### src/rtl/div_issue_ctrl.sv
// div_issue_ctrl -- initiator side of the multi-cycle divider handshake.
//
// Sits in EX. Accepts DIV/DIVU from the pipeline, latches the operands and
// sign mode for the divider, holds d_start until d_ready, and raises stall_req
// while the divide is pending. On completion it writes {HI=remainder,
// LO=quotient} through a one-cycle hilo_we strobe. A pipeline flush kills the
// in-flight divide: the divider is told to abandon and the controller drains
// the outstanding result without writing it. A watchdog returns to IDLE with a
// div_err pulse if d_ready never arrives.
//
// Optional feature macro: DIV_ZBYPASS_EN
//   When defined, a zero divisor completes in IDLE without a divider handshake
//   (HI=LO=0, hilo_we next cycle, no stall).
//
// Parameters
//   TIMEOUT     cycles allowed in BUSY/DRAIN before declaring a timeout
//
// Ports
//   clk          clock, posedge
//   rst          synchronous active-low reset
//   div_req      EX holds a DIV/DIVU (held with operands while stall_req=1)
//   div_signed   1=DIV, 0=DIVU
//   div_opr1     dividend
//   div_opr2     divisor
//   flush        pipeline flush, kills the in-flight divide
//   stall_req    combinational EX hold
//   hilo_we      one-cycle HI/LO write strobe
//   hi_o / lo_o  remainder / quotient, valid with hilo_we
//   div_err      one-cycle timeout pulse
//   d_start      divider start level, held until d_ready seen
//   d_abandon    divider abandon pulse
//   d_signed     latched sign mode
//   d_opr1/2     latched operands, stable while d_start=1
//   d_ready      divider result valid
//   d_res        {remainder, quotient}

module div_issue_ctrl #(
  parameter int unsigned TIMEOUT = 64
) (
  input  logic        clk,
  input  logic        rst,
  input  logic        div_req,
  input  logic        div_signed,
  input  logic [31:0] div_opr1,
  input  logic [31:0] div_opr2,
  input  logic        flush,
  output logic        stall_req,
  output logic        hilo_we,
  output logic [31:0] hi_o,
  output logic [31:0] lo_o,
  output logic        div_err,
  output logic        d_start,
  output logic        d_abandon,
  output logic        d_signed,
  output logic [31:0] d_opr1,
  output logic [31:0] d_opr2,
  input  logic        d_ready,
  input  logic [63:0] d_res
);

  localparam int unsigned CW = $clog2(TIMEOUT) + 1;

  typedef enum logic [1:0] {S_IDLE, S_BUSY, S_DRAIN} state_t;

  state_t        r_state;
  state_t        w_next;
  logic [CW-1:0] r_cnt;
  logic          r_start;
  logic          r_abandon;
  logic          r_signed;
  logic [31:0]   r_opr1;
  logic [31:0]   r_opr2;
  logic [31:0]   r_hi;
  logic [31:0]   r_lo;
  logic          r_we;
  logic          r_err;
  logic          w_zbyp;
  logic          w_accept;
  logic          w_timeout;

`ifdef DIV_ZBYPASS_EN
  assign w_zbyp = (div_opr2 == '0);
`else
  assign w_zbyp = 1'b0;
`endif

  assign w_accept  = div_req & ~flush & ~w_zbyp;
  assign w_timeout = (r_cnt == CW'(TIMEOUT - 1));

  // State register
  always_ff @(posedge clk) begin
    if (!rst) r_state <= S_IDLE;
    else      r_state <= w_next;
  end

  // Next-state logic
  always_comb begin
    w_next = r_state;
    unique case (r_state)
      S_IDLE:  if (w_accept) w_next = S_BUSY;
      S_BUSY: begin
        // d_ready beats flush: a finished result is simply not written.
        if (d_ready)        w_next = S_IDLE;
        else if (flush)     w_next = S_DRAIN;
        else if (w_timeout) w_next = S_IDLE;
      end
      S_DRAIN: if (d_ready || w_timeout) w_next = S_IDLE;
      default: w_next = S_IDLE;
    endcase
  end

  // Combinational outputs
  always_comb begin
    stall_req = 1'b0;
    unique case (r_state)
      S_IDLE:  stall_req = w_accept;
      S_BUSY:  stall_req = ~d_ready & ~flush;
      S_DRAIN: stall_req = div_req;
      default: stall_req = 1'b0;
    endcase
  end

  // Handshake and result registers
  always_ff @(posedge clk) begin
    if (!rst) begin
      r_cnt     <= '0;
      r_start   <= 1'b0;
      r_abandon <= 1'b0;
      r_signed  <= 1'b0;
      r_opr1    <= '0;
      r_opr2    <= '0;
      r_hi      <= '0;
      r_lo      <= '0;
      r_we      <= 1'b0;
      r_err     <= 1'b0;
    end else begin
      r_we      <= 1'b0;
      r_err     <= 1'b0;
      r_abandon <= 1'b0;
      unique case (r_state)
        S_IDLE: begin
          if (div_req && !flush) begin
            if (w_zbyp) begin
              r_hi <= '0;
              r_lo <= '0;
              r_we <= 1'b1;
            end else begin
              r_signed <= div_signed;
              r_opr1   <= div_opr1;
              r_opr2   <= div_opr2;
              r_start  <= 1'b1;
              r_cnt    <= '0;
            end
          end
        end
        S_BUSY: begin
          r_cnt <= r_cnt + 1'b1;
          if (d_ready) begin
            r_start <= 1'b0;
            if (!flush) begin
              r_hi <= d_res[63:32];
              r_lo <= d_res[31:0];
              r_we <= 1'b1;
            end
          end else if (flush) begin
            // d_start stays high so the divider can finish and be drained.
            r_abandon <= 1'b1;
          end else if (w_timeout) begin
            r_err   <= 1'b1;
            r_start <= 1'b0;
          end
        end
        S_DRAIN: begin
          r_cnt <= r_cnt + 1'b1;
          if (d_ready) begin
            r_start <= 1'b0;
          end else if (w_timeout) begin
            r_err   <= 1'b1;
            r_start <= 1'b0;
          end
        end
        default: ;
      endcase
    end
  end

  assign hilo_we   = r_we;
  assign hi_o      = r_hi;
  assign lo_o      = r_lo;
  assign div_err   = r_err;
  assign d_start   = r_start;
  assign d_abandon = r_abandon;
  assign d_signed  = r_signed;
  assign d_opr1    = r_opr1;
  assign d_opr2    = r_opr2;

endmodule
### config.mk
export PLATFORM = sky130hd
export DESIGN_NAME = div_issue_ctrl
export DESIGN_NICKNAME = d
export VERILOG_FILES = /design/src/rtl/div_issue_ctrl.sv
export SDC_FILE = /design/constraint.sdc
export NUM_CORES = 1
export LEC_CHECK = 0
export ABC_AREA = 1
export BUFFER_PORTS_ARGS = -buffer_cell sky130_fd_sc_hd__buf_4
export CAP_MARGIN = 30
export CORE_MARGIN = 4
export CORE_UTILIZATION = 30
export DETAILED_ROUTE_END_ITERATION = 6
export SLEW_MARGIN = 0
export SYNTH_ARGS = -nofsm -noshare
export SYNTH_HDL_FRONTEND = slang
export SYNTH_SLANG_ARGS = --single-unit
### constraint.sdc
create_clock -name clk -period 1.25 [get_ports clk]
set_input_delay 0.125 -clock clk [delete_from_list [all_inputs] [get_ports clk]]
set_output_delay 0.125 -clock clk [all_outputs]
set_load 0.03 [all_outputs]
# Word-level counts from Yosys, hierarchy flattened
# Cells that the tools add are included.
[totals]
register_bits = 142
in_bits = 134
output_inout_bits = 134
wordCells = 62
[classes]
addsub = 1
eq_ne = 8
muxes = 22
bitwise = 6
reduce_logical = 14
[ops]
columns = ["operator", "n"]
rows = [
  ["$pmux W7 S2", 1],
  ["$reduce_and A3 Y1", 4],
  ["$mux W1", 11],
  ["$mux W2", 5],
  ["$add A7 B1 Y7 const B", 1],
  ["$eq A7 B6 Y1 const B", 1],
  ["$mux W7", 1],
  ["$ne A2 B2 Y1 const B", 3],
  ["$pmux W1 S3", 2],
  ["$pmux W2 S3", 1],
  ["$ne A4 B4 Y1 const B", 1],
  ["$not A1 Y1", 4],
  ["$reduce_and A2 Y1", 2],
  ["$ne A3 B3 Y1 const B", 1],
  ["$reduce_bool A3 Y1", 1],
  ["$reduce_or A3 Y1", 1],
  ["$and A1 B1 Y1", 2],
  ["$eq A2 B1 Y1 const B", 1],
  ["$eq A2 B2 Y1 const B", 1],
  ["$logic_not A2 Y1", 1],
  ["$pmux W1 S2", 1],
  ["$reduce_bool A2 Y1", 1],
  ["$reduce_or A2 Y1", 1],
  ["$logic_and A1 B1 Y1", 1],
  ["2 further kinds", 2],
]

# Depth between registers and ports, before layout
[depth]
depth_word = 5
ltp_mapped = 10
ltp_nobuf = 10

# Least setup slack after synthesis
# OpenSTA, ideal clock, no wires.
[synth_path]
path_type = "flip-flop to flip-flop"
startpoint = "register r_state[1]"
endpoint = "register r_hi[0], in the netlist hi_o[0]"
t_arrival_ps = 1182
t_required_ps = 1131
slack_ps = -52
stages_incl_launch_ff = 10
period_less_slack_ps = 1302
path_cell_list = "dfxtp_1 -> inv_1 -> ha_1 -> inv_1 -> nor2_2 -> nand2_1 -> clkbuf_8 -> clkbuf_8 -> nand2_1 -> a21oi_1"
[synth_between]
elab_chain_len = 2
[synth_lines]
columns = ["item", "line_no", "source"]
rows = [
  ["from (decl)", "65", "state_t r_state;"],
  ["from (signal assigned)", "93", "else r_state <= w_next;"],
  ["$eq A2 B1 Y1", "140", "unique case (r_state)"],
  ["$reduce_and A3 Y1 (no line)", "--", ""],
  ["to (signal assigned)", "161", "r_hi <= d_res[63:32];"],
  ["to (decl)", "73", "logic [31:0] r_hi;"],
]
# No other way between the ends.
# A chain may end at the register's enable or synchronous reset.

# Final worst setup path
[layout_path]
startpoint = "register r_state[0]"
endpoint = "output stall_req"
[layout_between]
elab_chain_len = 2
elab_cells_between_ends = 4
[layout_lines]
columns = ["item", "line_no", "source"]
rows = [
  ["$eq A2 B2 Y1, or another cell as far along", "115", "unique case (r_state)"],
  ["$pmux W1 S3 *", "115", ""],
  ["to (decl)", "47", "output logic stall_req,"],
]
# Every way passes the cells marked *; elsewhere a longest branch is shown, timed or not.

==> summary.md <==
| Metric | Value |
|---|---|
| Core box area | `18,100 um2` |
| Cell Count, Final, Fillers Out | `1,319` |
| P_leak | `0.00430 uW` |
| Placed Instances | `1,142` |
| Clock Tree Root | `clkbuf_16` |
| Post-Route Utilization | `0.563` |
| Final hold slack | `0.0237 ns` |
| Routability congestion estimate from global placement | `0.788` |
| Worst Path Arrival | `1.49 ns` |
| Pwr dens | `1150 nW/um2` |
| DP HPWL | `12,000 um` |
| Slew @ Worst Pin | `0.296 ns` |
| Max cap viols | `0` |
| Area delta synth->final | `83.2%` |
| Period utilization | `1.30` |
| Commonest non-fill, non-tap cell in the layout | `buf_4` |
| Antenna cell count | `0` |
| Vias in the first global route | `5,944` |
| Std-Cell Rows | `49` |
| Worst path max stage delay | `0.38 ns` |
| Worst setup SP type | `register` |
| Min Tclk post-route | `1.62 ns` |
| CTS buffer count | `17` |
| Post-Place Cell Area | `7670 um2` |
| Worst Path Required | `1.12 ns` |
| Final worst slack | `-0.369 ns` |
| CP max stage cell | `dfxtp_4` |
| Synth warnings | `0` |
| Worst min path class | `in2reg` |
| Final instance area | `10,200 um2` |
| Mapped Area | `5550 um2` |
| Global route total overflow | `0` |
| GR Util All Layers | `0.177` |
| I/O Pins | `268` |
| First-pass GRT wire length | `29,500 um` |
| H-tree depth | `4` |
| Yosys cell types | `27` |
| DR vias/cell | `4.66` |
| Most frequent cells in the layout | `buf_4, nand2_1, dfxtp_1` |
| Mapped Nets | `805` |
| Starting Density | `0.307` |
| Syn Inst Count | `666` |
| Failing checks | `negative setup slack` |
| Post-detailed-routing wire length | `21,400 um` |
| Slew HR | `0.802` |
| Flops & latches, synth | `142` |
| Kind of critical path | `reg2out` |
| Clock Tree Buf Depth | `2` |
| Routed Antenna Nets | `0` |
| Final Hold Viols | `0` |
| Filler cells | `1,568` |
| IO Port Bufs | `267` |
| Clock transition at path regs | `0.06 ns` |
| Delay-heaviest family, CP | `flip-flops` |
| Post-layout net count | `1,218` |
| Die Wd | `144 um` |
| Syn avg cell area | `8.34 um2` |
| VDD IR-drop max | `0.860 mV` |
| WL/cell | `16.2 um` |
| # DRC | `0` |
| Status | `finished with violations` |
| RSZ-0062 raised after global routing | `true` |
| DRT iter0 DRCs | `212` |
| CP cell instances | `inv_4, buf_6, ha_4, nand2_2, nand3_2, nand2_2, inv_2, buf_6` |
| Clk sink count | `142` |
| Skew-Pair Late Insertion Delay | `0.42 ns` |
| Initial antenna violation count | `0` |
| Proportion of layout cells with a drive suffix above 1 | `0.388` |
| Setup violations, final | `141` |
| Max Fclk | `618 MHz` |
| Die Y | `144 um` |
| Detailed Routing Iterations Pass 1 | `4` |
| Total number of vias | `6,142` |
| CTS tree | `built` |
| Crit end category | `output port` |
| Pins Over Slew Limit | `0` |
| Pre-CTS setup slack | `-0.144 ns` |
| Die area | `20,800 um2` |
| Seq/Total Area, Yosys | `0.512` |
| Crit Path Max Fanout | `3` |
| Largest net degree at the start of global routing | `65` |
| Setup Skew | `0.0180 ns` |
| Worst Path Buf+Inv | `4` |
-- final timing paths --
| check | depth (start not counted) | endpoint | start | slack (ns) |
|---|---|---|---|---|
| max reg2reg | 10 | hi_o[17] | r_state[1] | -0.25 |
| min reg2reg | 2 | hi_o[27] | hi_o[27] | 0.46 |
| min | 3 | lo_o[1] | d_res[1] | 0.02 |
| max | 8 | stall_req | r_state[0] | -0.37 |
-- registers in the layout (all words and copies together), names as in the netlist, 2 cells and up --
register / cells
lo_o: 32
d_opr1: 32
hi_o: 32
d_opr2: 32
r_state: 2
r_cnt: 7
-- area by class of cell --
type / instances / area [um2] / share of cell area
inverter: 17 / 88.8 / 0.00873
multi-input combinational: 458 / 2380 / 0.233
timing repair buffer: 443 / 4030 / 0.395
clock inverter: 12 / 124 / 0.0122
clock buffer: 18 / 429 / 0.0422
tap: 229 / 287 / 0.0282
sequential: 142 / 2850 / 0.280
-- worst register-to-register path: cells and delay by family, from the launching register on --
kind | cells | cell delay [ns]
buffers and inverters | 5 | 0.58
adders and majority gates | 1 | 0.13
AOI/OAI and AO/OA | 1 | 0.05
and+or+nand+nor | 3 | 0.29
DFF | 1 | 0.33
-- metrics by stage --
stage / setup TNS (ns) / power (uW)
6_report: -24.70 / 11700
5_1_grt: -34.00 / 12100
4_1_cts: -13.30 / 11600
3_5_place_dp: -14.27 / 6350
3_3_place_gp: -11.76 / 6340
2_1_floorplan: -0.173 / 5670
-- cells in the mapped netlist (all sizes together) --
cell    instances  area, um2
ha              5       62.6
a21oi         137        731
xor2            1       8.76
buf            25        265
clkbuf         24        274
nor3b           1       7.51
nand2         226        858
nand3          72        365
o21ai           4       20.0
nor2           10       40.0
and2            1       6.26
inv            17       66.3
nand4           1       6.26
dfxtp         142       2840
-- routing by layer --
layer / share of wire / global-route usage / up-vias / routed length, um
met5: 0 / 0 / - / 0
met4: 0.029 / 0.0669 / 0 / 626
met3: 0.083 / 0.0556 / 43 / 1780
met2: 0.49 / 0.297 / 261 / 10600
met1: 0.39 / 0.211 / 2821 / 8460
li1: - / - / 3017 / -
-- power breakdown --
group / internal [uW] / switching, uW / total (uW) / leakage [uW]
registers: 4670 / 81.1 / 4750 / 0.00115
logic: 1050 / 1030 / 2070 / 0.00287
clock network: 2900 / 1950 / 4850 / 0.000275
-- timing repair --
action | 4_1_cts | 5_1_grt
hold buffers | 127 | 0
resized for setup | 18 | 72
pin swaps | 4 | 8
setup buffers | 1 | 6
endpoints found under the hold margin | 127 | 0
cloned | 0 | 13
endpoints found under the setup margin | 141 | 142
-- logic make-up after synthesis --
group | after synthesis | synth area share
adder cells (fa/ha/maj) | 5 | 0.0113
AO/OA/AOI/OAI | 141 | 0.135
XOR/XNOR | 1 | 0.00158
buffers and inverters | 66 | 0.109
flip-flops | 142 | 0.512
AND/OR/NAND/NOR | 311 | 0.231
Power figures use the tool's default switching activity.
